===== config.mk =====
export PLATFORM = sky130hd
export DESIGN_NAME = ascon_host_driver
export DESIGN_NICKNAME = d
export VERILOG_FILES = /design/src/rtl/ascon_host_driver.sv
export SDC_FILE = /design/constraint.sdc
export NUM_CORES = 1
export LEC_CHECK = 0
export BUFFER_PORTS_ARGS = -buffer_cell sky130_fd_sc_hd__buf_2
export CAP_MARGIN = 20
export CORE_AREA = 8 8 219 221
export DETAILED_ROUTE_END_ITERATION = 12
export DIE_AREA = 0 0 227 229
export PLACE_DENSITY = 0.54
export RECOVER_POWER = 100
export SLEW_MARGIN = 5
export SYNTH_ARGS = -nofsm -noshare
export SYNTH_HDL_FRONTEND = slang
export SYNTH_SLANG_ARGS = --single-unit

===== constraint.sdc =====
create_clock -name clk_i -period 4.2 [get_ports clk_i]
set_clock_uncertainty 0.05 [all_clocks]
set_input_delay 0.84 -clock clk_i [delete_from_list [all_inputs] [get_ports clk_i]]
set_output_delay 0.84 -clock clk_i [all_outputs]
set_load 0.02 [all_outputs]

===== src/rtl/ascon_host_driver.sv =====
// ascon_host_driver: initiator-side driver for the ASCON core handshake.
// On a host go pulse it starts the core and then answers each core data request
// with one 64-bit word from a source memory: AD words first, then PT words, read
// from consecutive addresses starting at 0. Every ciphertext word the core emits
// goes to a destination memory starting at address 0. The final tag is captured.
//
// Ports:
//   clk_i, rst_i          clock, synchronous active-high reset
//   go_i                  host command pulse (accepted only when idle and core ready)
//   ad_size_i, pt_size_i  AD / PT word counts, latched on an accepted go
//   busy_o, done_o        run in progress, one-cycle completion pulse
//   err_o                 sticky protocol error, cleared by reset or an accepted go
//   src_*                 source read port (request pulse, data returns >= 1 cycle later)
//   dst_*                 destination write port for ciphertext words
//   core_*                handshake with the ASCON core
//   tag_o, tag_valid_o    captured tag, held until the next accepted go
module ascon_host_driver #(
  parameter int unsigned BLK_AD_AW = 10,
  parameter int unsigned BLK_PT_AW = 10,
  parameter int unsigned MEM_AW    = 12
) (
  input  logic                 clk_i,
  input  logic                 rst_i,
  input  logic                 go_i,
  input  logic [BLK_AD_AW-1:0] ad_size_i,
  input  logic [BLK_PT_AW-1:0] pt_size_i,
  output logic                 busy_o,
  output logic                 done_o,
  output logic                 err_o,
  output logic                 src_req_o,
  output logic [MEM_AW-1:0]    src_addr_o,
  input  logic [63:0]          src_rdata_i,
  input  logic                 src_rvalid_i,
  output logic                 dst_we_o,
  output logic [MEM_AW-1:0]    dst_addr_o,
  output logic [63:0]          dst_wdata_o,
  output logic                 core_start_o,
  output logic [63:0]          core_data_o,
  output logic                 core_data_valid_o,
  input  logic                 core_data_req_i,
  input  logic                 core_ready_i,
  input  logic                 core_done_i,
  input  logic                 core_ct_valid_i,
  input  logic [63:0]          core_ct_i,
  input  logic                 core_tag_valid_i,
  input  logic [127:0]         core_tag_i,
  output logic [127:0]         tag_o,
  output logic                 tag_valid_o
);

  // One extra bit so ad_size + pt_size never overflows.
  localparam int unsigned CntW = ((BLK_AD_AW > BLK_PT_AW) ? BLK_AD_AW : BLK_PT_AW) + 1;

  typedef enum logic [2:0] {
    StIdle,
    StStart,
    StServe,
    StFetch,
    StPresent,
    StDone
  } state_e;

  state_e               state_q;
  logic [BLK_PT_AW-1:0] pt_size_q;
  logic [CntW-1:0]      total_q;
  logic [CntW-1:0]      rd_ptr_q;
  logic [CntW-1:0]      wr_ptr_q;

  logic                 busy_q;
  logic                 done_q;
  logic                 err_q;
  logic                 src_req_q;
  logic [MEM_AW-1:0]    src_addr_q;
  logic                 dst_we_q;
  logic [MEM_AW-1:0]    dst_addr_q;
  logic [63:0]          dst_wdata_q;
  logic                 core_start_q;
  logic [63:0]          data_q;
  logic                 core_data_valid_q;
  logic [127:0]         tag_q;
  logic                 tag_valid_q;

  logic                 active;
  logic                 ct_room;
  logic                 ct_accept;
  logic                 ct_overflow;
  logic [CntW-1:0]      wr_ptr_next;

  assign active      = (state_q != StIdle);
  assign ct_room     = (wr_ptr_q < CntW'(pt_size_q));
  assign ct_accept   = active && core_ct_valid_i && ct_room;
  assign ct_overflow = active && core_ct_valid_i && !ct_room;
  // Write pointer including a ct word accepted this cycle, so the end-of-run
  // count check also sees a word that arrives together with core_done_i.
  assign wr_ptr_next = wr_ptr_q + CntW'(ct_accept);

  always_ff @(posedge clk_i) begin
    if (rst_i) begin
      state_q           <= StIdle;
      pt_size_q         <= '0;
      total_q           <= '0;
      rd_ptr_q          <= '0;
      wr_ptr_q          <= '0;
      busy_q            <= 1'b0;
      done_q            <= 1'b0;
      err_q             <= 1'b0;
      src_req_q         <= 1'b0;
      src_addr_q        <= '0;
      dst_we_q          <= 1'b0;
      dst_addr_q        <= '0;
      dst_wdata_q       <= '0;
      core_start_q      <= 1'b0;
      data_q            <= '0;
      core_data_valid_q <= 1'b0;
      tag_q             <= '0;
      tag_valid_q       <= 1'b0;
    end else begin
      core_start_q      <= 1'b0;
      src_req_q         <= 1'b0;
      core_data_valid_q <= 1'b0;
      done_q            <= 1'b0;
      dst_we_q          <= 1'b0;

      // Ciphertext capture runs alongside the request FSM.
      if (ct_accept) begin
        dst_we_q    <= 1'b1;
        dst_addr_q  <= MEM_AW'(wr_ptr_q);
        dst_wdata_q <= core_ct_i;
        wr_ptr_q    <= wr_ptr_next;
      end
      if (ct_overflow) begin
        err_q <= 1'b1;
      end

      if (active && core_tag_valid_i) begin
        tag_q       <= core_tag_i;
        tag_valid_q <= 1'b1;
        if (tag_valid_q) begin
          err_q <= 1'b1;
        end
      end

      unique case (state_q)
        StIdle: begin
          if (go_i && core_ready_i) begin
            pt_size_q    <= pt_size_i;
            total_q      <= CntW'(ad_size_i) + CntW'(pt_size_i);
            rd_ptr_q     <= '0;
            wr_ptr_q     <= '0;
            err_q        <= 1'b0;
            tag_q        <= '0;
            tag_valid_q  <= 1'b0;
            busy_q       <= 1'b1;
            core_start_q <= 1'b1;
            state_q      <= StStart;
          end
        end
        StStart: begin
          state_q <= StServe;
        end
        StServe: begin
          if (core_done_i) begin
            done_q  <= 1'b1;
            state_q <= StDone;
            if ((rd_ptr_q != total_q) || (wr_ptr_next != CntW'(pt_size_q))) begin
              err_q <= 1'b1;
            end
          end else if (core_data_req_i) begin
            if (rd_ptr_q < total_q) begin
              src_req_q  <= 1'b1;
              src_addr_q <= MEM_AW'(rd_ptr_q);
              state_q    <= StFetch;
            end else begin
              // Core asked for more words than the run holds.
              err_q <= 1'b1;
            end
          end
        end
        StFetch: begin
          if (core_done_i) begin
            err_q   <= 1'b1;
            done_q  <= 1'b1;
            state_q <= StDone;
          end else if (src_rvalid_i) begin
            data_q            <= src_rdata_i;
            core_data_valid_q <= 1'b1;
            state_q           <= StPresent;
          end
        end
        StPresent: begin
          rd_ptr_q <= rd_ptr_q + CntW'(1);
          state_q  <= StServe;
        end
        StDone: begin
          busy_q  <= 1'b0;
          state_q <= StIdle;
        end
        default: begin
          state_q <= StIdle;
        end
      endcase
    end
  end

  assign busy_o            = busy_q;
  assign done_o            = done_q;
  assign err_o             = err_q;
  assign src_req_o         = src_req_q;
  assign src_addr_o        = src_addr_q;
  assign dst_we_o          = dst_we_q;
  assign dst_addr_o        = dst_addr_q;
  assign dst_wdata_o       = dst_wdata_q;
  assign core_start_o      = core_start_q;
  assign core_data_o       = data_q;
  assign core_data_valid_o = core_data_valid_q;
  assign tag_o             = tag_q;
  assign tag_valid_o       = tag_valid_q;

endmodule


==> flow_summary_export.csv, run 1 <==
group,metric,value,unit
outcome,status,"finished, violations left",
outcome,failed_checks,"max-capacitance violations, max-slew violations",
pwr,irDropWorstVdd,322,µV
floorplanning,core_area,0.0447,mm²
synth,netlist_area,0.0129,mm²
grt,antenna_found_initial,11,
floorplanning,dieWidth,227,µm
grt,gr-total-overflow,0,
sta,period_share,93.7,%
sta,grt_setup_unrepaired,"false",
synth,yosysWarnings,0,
grt,groute.usage.overall,18.2,%
floorplanning,dieArea,0.0520,mm²
worst_setup_path,critical_path_class,"flip-flop to flip-flop",
drt,wl_per_cell,17.9,µm
sta,worstMarginPinSlew,3230,ps
synth,ys_types,59,
clock_network,clock_path_buffers,3,
drt,ant_nets,0,
clock_network,cts_resized,0,
clock_network,clk-insertion-delay-late,540,ps
clock_network,cts_root_buf,"clkbuf_16",
placed_design,place_area,0.0163,mm²
layout,drive_gt1_share,17.4,%
run,cap_viol_max_count,2,
worst_setup_path,crit_required,4560,ps
worst_setup_path,path_max_fanout,9,
hold_path,hold_path.class,"flip-flop to flip-flop",
layout,design_area,0.0171,mm²
drt,drt_iter0_drc,739,
layout,finalNetCount,2478,
pwr,p_leak,0.00646,µW
clock_network,hold_buffers,0,
clock_network,post-cts-setup-buffers,0,
sta,slew_headroom,-115,%
sta,period_needed,3940,ps
drt,totalWireLength,50.1,mm
sta,final_hold_viol_count,0,
sta,fmax,254,MHz
floorplanning,die_y,229,µm
synth,synth_seq_cells,332,
placed_design,post-dp-hpwl,37.5,mm
synth,synthCells,1635,
drt,first_pass_iters,5,
drt,vias,13000,
sta,setup_viol,0,
worst_setup_path,r2r_slack,260,ps
layout,regArea,0.00665,mm²
clock_network,clk_pin_slew,60,ps
grt,grt_max_degree,168,
synth,ys_async_sr_fraction,0,%
floorplanning,rows,78,
synth,synthTopCellsByArea,"dfxtp_1 (51%), nand2_1 (17%), a21oi_1 (12%)",
synth,synth_edf_count,0,
layout,syn_to_final_growth,32.4,%
grt,grt_pass1_vias,12800,
layout,post-route-util,38.2,%
worst_setup_path,crit_path_end_kind,"flip-flop",
placed_design,gp_congestion,0.840,
drt,viasPerCell,4.66,
synth,synthFlopType,"dfxtp_1",
clock_network,cts_tree,"yes",
synth,avgSynthCellArea,7.89,µm²
layout,fillCellCount,4892,
placed_design,io_buffer_count,570,
clock_network,cts_inserted_buffers,38,
synth,synth.largest_area_cell,"dfxtp_1",
clock_network,cts.sinks,332,
layout,multi_input_area,0.00568,mm²
clock_network,htree_num_levels,2,
grt,grt_pass1_wl,75.3,mm
worst_setup_path,critPathLaunchType,"flip-flop",
synth,ys_seq_area_share,51.5,%
worst_setup_path,worstPathArrival,4290,ps
synth,synth.top_cell.area_share,51.5,%
floorplanning,io_pins,573,
pwr,power_density,442,mW/mm²
drt,drcViolationCount,0,
sta,setup_tns,0,ps
sta,slew_viol_final,239,
floorplanning,start_util,28.9,%
## worst max-delay path, cell delays in order, from the launching register on
cell       delay, ps
dfxtp_1          400
inv_1             70
ha_1             300
a21oi_1          150
o21ai_1          150
a2111oi_4        360
nand2_2          190
clkinv_2          90
ha_1             180
ha_1             260
nand3_1          170
nor2_1           290
nand3b_1         110
a311o_1          340
a2111oi_0        550
o22ai_1          140
## cell type report
| type | instances | area share, % |
|---|---|---|
| well taps | 600 | 4.39 |
| repair buffers | 595 | 15.7 |
| clock inverters | 11 | 0.403 |
| diodes | 8 | 0.117 |
| flip-flops and latches | 332 | 38.9 |
| multi-input cells | 1162 | 33.2 |
| inverters | 30 | 0.666 |
| clock buffers | 56 | 6.61 |
## sequential cells by signal (all words and copies together) (netlist names), 3 cells and up
register     cells
rd_ptr_q        11
tag_o          128
pt_size_q       10
core_data_o     64
dst_addr_o      11
total_q         11
src_addr_o      11
wr_ptr_q        11
dst_wdata_o     64
state_q          3
## cells in the mapped netlist, drive strengths merged (3+ instances only)
library cell	count
a2111oi	6
inv	29
buf	33
xnor2	10
ha	33
o21ai	19
nor3	11
clkbuf	79
a211oi	5
xor2	13
or3	6
mux2	3
or2	3
nor2	56
nand3	24
mux2i	11
nand2	584
nand4	10
o211ai	4
nor2b	4
and2	5
and3	9
a31oi	3
dfxtp	332
a21oi	308
nand3b	3
## per-stage QoR
stage               setup slack [ps]  hold slack, ps  instances  power, µW
finish                           264             400       2794       7550
global route                    40.9             415       2793       7900
CTS                              282             401       2786       7700
detailed placement               290             393       2719       4480
global placement                 493             388       2719       4460
floorplan                        560             382       1636       4030
## report_power, final
group / switching (µW) / internal (µW)
Sequential: 74.0 / 3280
Clock: 1330 / 1870
Combinational: 689 / 312
## cells by family after synthesis
family | Yosys count | synth area share (%)
other cells | 1 | 0.0291
xor+xnor | 23 | 1.56
simple gates | 725 | 22.6
fa+ha+maj | 34 | 3.35
mux | 14 | 1.11
flops | 332 | 51.5
compound gates | 364 | 15.2
buf+inv | 142 | 4.66
## routing by layer
metal | part of all wire, % | routed length [µm] | track usage [%] | up-vias
met5 | 0.028 | 14 | 0 | -
met4 | 2.9 | 1430 | 6.28 | 2
met3 | 9.2 | 4590 | 6.58 | 81
met2 | 48 | 23800 | 30.4 | 468
met1 | 40 | 20200 | 21.4 | 6029
li1 | - | - | - | 6443
## final timing paths
kind | from | to | cells past startpoint
worst max-delay path | pt_size_q[2] | err_o | 15
worst min-delay path | dst_wdata_o[26] | dst_wdata_o[26] | 2
worst max register to register | pt_size_q[2] | err_o | 15
worst min register to register | dst_wdata_o[26] | dst_wdata_o[26] | 2
## layout by cell type, fill, tap and decap left out, drive strengths merged, types with 2 or more instances in the layout
| cell type | instances |
|---|---|
| and2 | 5 |
| dfxtp | 332 |
| inv | 30 |
| or2 | 3 |
| xor2 | 13 |
| nand2b | 2 |
| a2111oi | 6 |
| nor3b | 2 |
| a21oi | 308 |
| a211oi | 5 |
| ha | 33 |
| o2111ai | 2 |
| a21boi | 2 |
| diode | 8 |
| buf | 302 |
| and3 | 9 |
| conb | 2 |
| a311oi | 2 |
| clkbuf | 349 |
| nor3 | 11 |
| o31ai | 2 |
| mux2i | 11 |
| o21ai | 19 |
| xnor2 | 10 |
| o21a | 2 |
| clkinv | 10 |
| nor2 | 56 |
| nor2b | 4 |
| nand4 | 10 |
| or3 | 6 |
| o211ai | 4 |
| nand3b | 3 |
| nand2 | 584 |
| a31oi | 3 |
| mux2 | 3 |
| nand3 | 24 |
| o221ai | 2 |
(Power assumes the default switching activity.)
==> run 2: changes to the inputs <==
==> constraint.sdc (replaced) <==
create_clock -name clk_i -period 4.2 [get_ports clk_i]
set_clock_uncertainty 0.05 [all_clocks]
set_input_delay 1.26 -clock clk_i [delete_from_list [all_inputs] [get_ports clk_i]]
set_output_delay 1.26 -clock clk_i [all_outputs]
set_load 0.02 [all_outputs]
==> run 2 against run 1 <==
Net effect: the flow still finishes with violations (max-capacitance violations, max-slew violations); worst hold slack about the same; maximum frequency rose by 2.2%; via count is 0.16% lower; final area grew 0.95%; setup slack better by 83 ps; critical path depth down 10; sequential power about the same; global-route usage decreased by 0.13 points; total power rose by 3.8%; critical endpoint is now tag_o[72]; largest power group is now clock; highest routed layer is now met4.
==> flow_summary_export.csv, run 2 (same netlist as run 1, synthesis figures left out) <==
group,metric,value,unit
layout,finalNetCount,2479,
layout,drive_gt1_share,17.3,%
worst_setup_path,rr_worst_depth,15,
clock_network,cts_inserted_buffers,39,
outcome,failed_checks,"max-capacitance violations, max-slew violations",
worst_setup_path,worstPathArrival,4210,ps
grt,grt_pass1_wl,74.7,mm
grt,antenna_found_initial,9,
pwr,p_leak,0.00653,µW
worst_setup_path,rr_startpoint,"pt_size_q[2]",
layout,syn_to_final_growth,33.7,%
sta,grt_setup_unrepaired,"false",
grt,gr-total-overflow,0,
pwr,swShare,27.0,%
clock_network,cts_resized,0,
floorplanning,core_area,0.0447,mm²
worst_setup_path,path_max_fanout,43,
clock_network,clock_path_buffers,3,
drt,wl_per_cell,17.8,µm
floorplanning,start_util,28.9,%
sta,final_hold_viol_count,0,
worst_setup_path,critical_path_class,"input port to flip-flop",
drt,first_pass_iters,7,
floorplanning,rows,78,
pwr,irDropWorstVdd,273,µV
pwr,sequentialPowerShare,42.9,%
layout,instances_no_fill,2798,
sta,fmax,260,MHz
placed_design,post-dp-hpwl,37.0,mm
layout,regArea,0.00665,mm²
clock_network,cts_root_buf,"clkbuf_16",
run,cap_viol_max_count,2,
layout,post-route-util,38.6,%
hold_path,hold_path.class,"flip-flop to flip-flop",
layout,layout_commonest_cell,"nand2_1",
hold_path,hold_path_depth,2,
grt,grt_pass1_vias,12700,
drt,drt_iter0_drc,637,
clock_network,cts_tree,"yes",
drt,totalWireLength,49.7,mm
clock_network,clk_pin_slew,60,ps
pwr,clkPwrFrac,44.4,%
layout,multi_input_area,0.00569,mm²
worst_setup_path,reg2reg_to,"err_o",
pwr,power_density,455,mW/mm²
sta,worstMarginPinSlew,1660,ps
placed_design,dp.cells,2719,
sta,setup_viol,0,
worst_setup_path,crit_path_end_kind,"flip-flop",
drt,drcViolationCount,0,
grt,groute.usage.overall,18.1,%
drt,viasPerCell,4.65,
hold_path,holdCritStartpoint,"tag_o[121]",
worst_setup_path,crit_required,4560,ps
floorplanning,dieArea,0.0520,mm²
sta,slew_headroom,-10.5,%
placed_design,gp_congestion,0.874,
drt,ant_nets,0,
sta,period_needed,3850,ps
clock_network,clk-insertion-delay-late,550,ps
sta,holdWs,400,ps
clock_network,htree_num_levels,2,
drt,vias,13000,
pwr,combPwrFrac,12.8,%
clock_network,post-cts-setup-buffers,0,
pwr,p_switching,2120,µW
grt,grt_max_degree,164,
worst_setup_path,critPathLaunchType,"input port",
floorplanning,dieWidth,227,µm
outcome,status,"finished, violations left",
hold_path,holdPathEnd,"tag_o[121]",
layout,largest_reg_flops,128,
sta,setup_tns,0,ps
pwr,internal_power,5720,µW
placed_design,io_buffer_count,570,
sta,period_share,91.7,%
layout,fillCellCount,4894,
floorplanning,die_y,229,µm
floorplanning,io_pins,573,
worst_setup_path,r2r_slack,410,ps
clock_network,hold_buffers,0,
sta,slew_viol_final,102,
clock_network,cts.sinks,332,
layout,layout_common_cells,"nand2_1 (581), dfxtp_1 (332), a21oi_1 (308)",
## run 2: cell types whose count changed in the layout (fill, tap and decap cells not counted), moves of 2 or more
cell       change
buf_2          -4
clkinv_2       -2
and2_1         +2
and2_0         -2
buf_12         +2
clkbuf_2       -2
clkbuf_1       +7
bufinv_16      +3
## run 2: power groups by stage
stage | Combinational [µW] | Clock (µW) | Sequential, µW
2_1_floorplan | 476 | 0 | 3550
3_3_place_gp | 1040 | 0 | 3420
3_5_place_dp | 1050 | 0 | 3430
4_1_cts | 1050 | 3580 | 3360
5_1_grt | 1110 | 3700 | 3380
6_report | 1000 | 3480 | 3360
## run 2: final cells by class
class | instances | area share, %
flip-flops and latches | 332 | 38.5
multi-input cells | 1162 | 33.0
repair buffers | 595 | 15.7
clock buffers | 60 | 6.82
well taps | 600 | 4.35
clock inverters | 12 | 0.914
inverters | 30 | 0.660
diodes | 7 | 0.102
## run 2: how the worst max path moves through the flow
stage	cells after the start	slack (ps)	start	to
floorplan	13	290	core_ct_valid_i	err_o
global placement	13	270	core_ct_valid_i	err_o
detailed placement	13	130	core_ct_valid_i	err_o
CTS	15	400	pt_size_q[2]	err_o
global route	15	90	pt_size_q[2]	err_o
finish	5	350	rst_i	tag_o[72]
## run 2: worst max-delay path, cell delays in order
cell and delay, ps:
clkbuf_1 1080, inv_1 560, nand2_4 590, clkbuf_2 550, a21oi_1 90
## run 2: through the flow
stage	total power, µW	setup slack (ps)	cell area (µm²)
finish	7840	347	17300
global route	8180	89.2	17300
CTS	7990	396	17600
detailed placement	4470	134	16300
global placement	4460	266	16300
floorplan	4030	288	12900
## run 2: routing by layer
layer / GRT usage [%] / up-vias / wire [µm]
met5: 0 / - / 0
met4: 6.24 / 0 / 1360
met3: 6.10 / 83 / 4670
met2: 30.3 / 485 / 23700
met1: 21.4 / 5995 / 20000
li1: - / 6439 / -
